File: src/rtl/sisc_ctrl_seq.sv
// Multi-cycle control sequencer for the SISC datapath.
// Steps each instruction through FETCH/DECODE/EXEC/MEM/WB, decodes the
// instruction register into per-cycle datapath enables, stalls on the data
// memory ready handshake, halts on HLT or a memory timeout and counts
// retired instructions.
module sisc_ctrl_seq #(
  parameter int MEM_TIMEOUT = 15,
  parameter int CNT_W       = 16
) (
  input  logic             CLK,
  input  logic             RST,
  input  logic [31:0]      ir,
  input  logic [3:0]       stat,
  input  logic             mem_rdy,
  output logic             ir_load,
  output logic             pc_write,
  output logic             pc_sel,
  output logic             alu_src,
  output logic [2:0]       alu_op,
  output logic             stat_en,
  output logic             rf_we,
  output logic             wb_sel,
  output logic             mem_rd,
  output logic             mem_wr,
  output logic             halted,
  output logic             mem_err,
  output logic             illegal,
  output logic [CNT_W-1:0] instr_cnt,
  output logic [2:0]       state
);

  typedef enum logic [2:0] {
    S_FETCH  = 3'd0,
    S_DECODE = 3'd1,
    S_EXEC   = 3'd2,
    S_MEM    = 3'd3,
    S_WB     = 3'd4,
    S_HALT   = 3'd5
  } state_t;

  // Wide enough to hold MEM_TIMEOUT itself.
  localparam int TW = $clog2(MEM_TIMEOUT + 1);
  localparam logic [TW-1:0] TO_LAST = TW'(MEM_TIMEOUT - 1);

  state_t           r_state;
  logic [CNT_W-1:0] r_cnt;
  logic [TW-1:0]    r_wait;
  logic             r_halted;
  logic             r_mem_err;

  logic [3:0] w_op;
  logic [3:0] w_mm;
  logic [2:0] w_fn;
  logic       w_is_lod;
  logic       w_is_str;
  logic       w_is_bra;
  logic       w_is_alu;
  logic       w_is_hlt;
  logic       w_is_illegal;
  logic       w_br_taken;
  logic       w_timeout;
  logic       w_unused_ir;

  assign w_op = ir[31:28];
  assign w_mm = ir[27:24];
  assign w_fn = ir[2:0];

  // Register/immediate fields are consumed by the datapath, not here.
  assign w_unused_ir = ^ir[23:3];

  assign w_is_lod     = (w_op == 4'h2);
  assign w_is_str     = (w_op == 4'h3);
  assign w_is_bra     = (w_op == 4'h4);
  assign w_is_alu     = (w_op == 4'h8);
  assign w_is_hlt     = (w_op == 4'hF);
  assign w_is_illegal = !(w_op == 4'h0 || w_is_lod || w_is_str ||
                          w_is_bra || w_is_alu || w_is_hlt);

  // Unconditional when mm is zero, otherwise any selected flag set.
  assign w_br_taken = (w_mm == 4'h0) || ((w_mm & stat) != 4'h0);

  // Last permitted wait cycle elapsing without ready.
  assign w_timeout = !mem_rdy && (r_wait == TO_LAST);

  // State sequencing, wait counter, sticky flags and retire counter.
  always_ff @(posedge CLK) begin
    if (RST) begin
      r_state   <= S_FETCH;
      r_cnt     <= '0;
      r_wait    <= '0;
      r_halted  <= 1'b0;
      r_mem_err <= 1'b0;
    end else begin
      case (r_state)
        S_FETCH: r_state <= S_DECODE;
        S_DECODE: begin
          if (w_is_hlt) begin
            r_state  <= S_HALT;
            r_halted <= 1'b1;
          end else begin
            r_state <= S_EXEC;
          end
        end
        S_EXEC: begin
          if (w_is_alu) begin
            r_state <= S_WB;
          end else if (w_is_lod || w_is_str) begin
            r_state <= S_MEM;
            r_wait  <= '0;
          end else begin
            r_state <= S_FETCH;
            r_cnt   <= r_cnt + 1'b1;
          end
        end
        S_MEM: begin
          if (mem_rdy) begin
            if (w_is_lod) begin
              r_state <= S_WB;
            end else begin
              r_state <= S_FETCH;
              r_cnt   <= r_cnt + 1'b1;
            end
          end else if (w_timeout) begin
            r_state   <= S_HALT;
            r_halted  <= 1'b1;
            r_mem_err <= 1'b1;
          end else begin
            r_wait <= r_wait + 1'b1;
          end
        end
        S_WB: begin
          r_state <= S_FETCH;
          r_cnt   <= r_cnt + 1'b1;
        end
        S_HALT:  r_state <= S_HALT;
        default: r_state <= S_FETCH;
      endcase
    end
  end

  // Per-state datapath enables; everything but state/count is held low in reset.
  always_comb begin
    ir_load  = 1'b0;
    pc_write = 1'b0;
    pc_sel   = 1'b0;
    alu_src  = 1'b0;
    alu_op   = 3'b000;
    stat_en  = 1'b0;
    rf_we    = 1'b0;
    wb_sel   = 1'b0;
    mem_rd   = 1'b0;
    mem_wr   = 1'b0;
    illegal  = 1'b0;
    if (!RST) begin
      case (r_state)
        S_FETCH: begin
          ir_load  = 1'b1;
          pc_write = 1'b1;
        end
        S_EXEC: begin
          if (w_is_alu) begin
            alu_src = w_mm[3];
            alu_op  = w_mm[3] ? 3'b001 : w_fn;
            stat_en = 1'b1;
          end else if (w_is_lod || w_is_str) begin
            alu_src = 1'b1;
            alu_op  = 3'b001;
          end else if (w_is_bra) begin
            pc_write = w_br_taken;
            pc_sel   = w_br_taken;
          end else begin
            illegal = w_is_illegal;
          end
        end
        S_MEM: begin
          mem_rd = w_is_lod;
          mem_wr = w_is_str;
        end
        S_WB: begin
          rf_we  = 1'b1;
          wb_sel = w_is_lod;
        end
        default: begin
        end
      endcase
    end
  end

  assign halted    = r_halted && !RST;
  assign mem_err   = r_mem_err && !RST;
  assign instr_cnt = r_cnt;
  assign state     = r_state;

endmodule

File: config.mk
export PLATFORM = sky130hd
export DESIGN_NAME = sisc_ctrl_seq
export DESIGN_NICKNAME = d
export VERILOG_FILES = /design/src/rtl/sisc_ctrl_seq.sv
export SDC_FILE = /design/constraint.sdc
export NUM_CORES = 1
export LEC_CHECK = 0
export ABC_AREA = 0
export CAP_MARGIN = 10
export CORE_UTILIZATION = 40
export CTS_CLUSTER_SIZE = 20
export DETAILED_ROUTE_END_ITERATION = 7
export GPL_TIMING_DRIVEN = 1
export HOLD_SLACK_MARGIN = 0.02
export PLACE_DENSITY_LB_ADDON = 0.15
export SLEW_MARGIN = 20
export SYNTH_ARGS = -nofsm -noshare
export SYNTH_HDL_FRONTEND = slang
export SYNTH_SLANG_ARGS = --single-unit
File: constraint.sdc
create_clock -name CLK -period 2.6 [get_ports CLK]
set_clock_uncertainty 0.05 [all_clocks]
set_input_delay 0.39 -clock CLK [delete_from_list [all_inputs] [get_ports CLK]]
set_output_delay 0.39 -clock CLK [all_outputs]
set_load 0.02 [all_outputs]
==> run metrics <==
outcome finished clean; hold violation total from the final report 0; Max FO, Critical Path 3; Die Y 67.0 um; number of pins with negative max-slew slack in the final report 0; weighted congestion at the end of routability-driven global placement 0.757; average wire per cell in the routed design 13.5 um; via density per instance 5.65; critical path type in -> out; core footprint 0.00403 sq mm; CTS sink cnt 25; number of CTS-inserted buffers 3; length of the first detailed-routing pass in iterations 4; Max VDD drop 0.426 mV; TritonCTS clock tree done; number of distinct standard cells referenced by the synthesized netlist 52; Seq cells post-synth 25; maximum clock frequency 0.405 GHz; Congestion Overflow GR 0; leakage dissipation 0.864 nW; placed wire-length estimate after detailed placement 3.17 mm; width of the die 67.0 um; CTS clk-pin slew, worst paths 0.08 ns; cell count after synthesis 208; mapped cell area 0.00169 sq mm; most used flip-flop cell after synthesis dfxtp_1; number of synthesized flops with an enable pin 0; count of input and output buffers 51; wire length on met2 2.15 mm; HP Class reg -> reg; Initial Util 42.0%; Seq/Total Area, Yosys 29.6%; data arrival time of the critical path 2.03 ns; count of endpoints failing setup in the final report 0; longest individual stage delay on the worst path 0.62 ns; overall die area 0.00449 sq mm; crit path launch type input port; Pwr Density 350 mW/mm^2; count of unresolved DRC violations after routing 0; Tot GR Track Use 20.1%; Total Power 0.000840 W; critical path buffer and inverter count 3; Yosys Warn Count 0; setup repair after global routing missed its margin false; antenna violations before repair 0; cell at the root of the clock tree clkbuf_8; Setup crit end kind output pin; number of cells traversed by the worst hold path 2; detailed-routed wire length on met3 149 um; I/O Pins 73; family of cells with the greatest summed delay on the critical path buffers and inverters; Top Layer Used met4; Synth async-reset ratio 0%; most used cell, CP clkdlybuf4s50_1; sequence of cells on the critical path clkdlybuf4s50_1 -> nor4b_1 -> buf_4 -> nand2_1 -> a21oi_1 -> clkdlybuf4s50_1; cell count of the worst reg-to-reg path 6; Synth Area per Inst 8.13 sq um; count of fill cells added during filler insertion 404; vias post-DR 1,807; net total in the final layout 313; max_cap viols 0; period utilisation layout 94.9%; first-pass GRT wire length 7.05 mm; 1st-iter DRT viols 110; cell row count 23; overall routed net length 4.31 mm; crit path setup slack, layout 0.132 ns; Worst-Skew Late Latency 0.26 ns; Max Buffers Root-to-Sink 2; fraction of final layout cells sized beyond drive strength 1 14.4%; Stages on worst setup path 6; Worst EP required 2.16 ns; minimum clock period after layout 2.47 ns; Syn Nets 250; transition time at the pin with the least slew margin 0.382 ns; detailed-route wire length on metal 1 1.97 mm; via count of the first global-routing pass 1,577; largest net degree at the start of global routing 38; Post-Place Worst Slack -0.158 ns; H-Tree Depth 1; slowest CP cell clkdlybuf4s50_1; slew margin rel. 74.6%; ant diodes 0; Final ANT Viol Nets 0; final core utilization 59.6%; Setup TNS 0 ns; area grow syn2layout 41.9%
[registers in the layout, summed over array words and instances, names as in the netlist]
register   flops
instr_cnt     16
r_halted       1
r_mem_err      1
r_wait         4
state          3
[metrics by stage]
step,instance area [sq um],std cells,hold slack (ns)
6_report,2400,320,0.423
5_1_grt,2400,320,0.469
4_1_cts,2390,320,0.428
3_5_place_dp,2360,316,0.409
3_3_place_gp,2360,316,0.401
2_1_floorplan,1690,208,0.382
[synthesized netlist by cell type, drive strengths merged (2+ instances only)]
| cell | number | area (sq um) |
|---|---|---|
| and3 | 3 | 18.8 |
| nor3 | 3 | 15.0 |
| inv | 3 | 11.3 |
| nand2 | 10 | 37.5 |
| o21ai | 6 | 30.0 |
| nor2b | 8 | 50.1 |
| ha | 3 | 37.5 |
| and4 | 4 | 35.0 |
| clkbuf | 6 | 22.5 |
| nand3 | 12 | 60.1 |
| o31ai | 8 | 60.1 |
| or2 | 2 | 12.5 |
| o211ai | 3 | 22.5 |
| nand4 | 5 | 31.3 |
| or4 | 8 | 60.1 |
| and2 | 5 | 31.3 |
| a221oi | 2 | 35.0 |
| or3 | 4 | 25.0 |
| nand2b | 7 | 43.8 |
| or3b | 3 | 26.3 |
| a31oi | 4 | 40.0 |
| nor3b | 2 | 15.0 |
| dfxtp | 25 | 500 |
| a21oi | 17 | 85.1 |
| buf | 8 | 65.1 |
| mux2 | 5 | 56.3 |
| nor2 | 17 | 63.8 |
| nor4 | 8 | 56.3 |
| a211oi | 3 | 22.5 |
[area by class of cell]
class | count | area, sq um | area share (%)
clock buffers | 4 | 45.0 | 1.88
inverters | 3 | 11.3 | 0.469
multi-input cells | 166 | 1100 | 45.9
flip-flops and latches | 25 | 500 | 20.8
well taps | 50 | 62.6 | 2.61
repair buffers | 72 | 681 | 28.3
[worst reg2reg max path, delay by kind of cell (launching register included)]
family          cells  cell delay [ns]
simple gates        2             0.73
buf+inv             2             0.38
mux                 1             0.37
flops               1             0.32
compound gates      1             0.15
[path summary, 6_finish.rpt]
check	slack (ns)	from	to
max	0.13	RST	illegal
min	0.42	r_mem_err	r_mem_err
max reg2reg	0.50	state[2]	instr_cnt[6]
min reg2reg	0.42	r_mem_err	r_mem_err
[power breakdown]
part | switching [W] | internal (W) | total (W)
Combinational | 0.000114 | 0.000105 | 0.000219
Sequential | 0.00000622 | 0.000390 | 0.000396
Clock | 0.000116 | 0.000109 | 0.000225
Total | 0.000236 | 0.000604 | 0.000840
[logic make-up after synthesis]
family,share of synthesized area [%]
flip-flops,29.6
adder cells (fa/ha/maj),2.22
AO/OA/AOI/OAI,21.3
buffers and inverters,5.84
multiplexers,3.92
AND/OR/NAND/NOR,37.1
[routing by layer]
| metal | vias up | global-route usage [%] |
|---|---|---|
| met5 | - | 0 |
| met4 | 0 | 3.99 |
| met3 | 6 | 4.11 |
| met2 | 32 | 34.3 |
| met1 | 850 | 25.9 |
| li1 | 919 | - |
[cells in the final DEF, fill, tap and decap left out, drive strengths merged, types with 5 or more instances in the layout]
cell type,synthesis,final
dlygate4sd2,0,10
and2,5,5
nor4,8,8
or4,8,8
nand2,10,10
a21oi,17,17
buf,8,21
nand3,12,12
o31ai,8,8
mux2,5,5
nor2b,8,8
nand4,5,5
o21ai,6,6
nor2,17,17
nand2b,7,7
clkdlybuf4s50,0,41
dfxtp,25,25
[what timing repair did]
action                     in CTS  in global routing
setup endpoints to repair      10                  3
hold buffers                    0                  0
gates resized for setup        10                  2
setup buffers                   0                  0
Power figures use the tool's default switching activity.
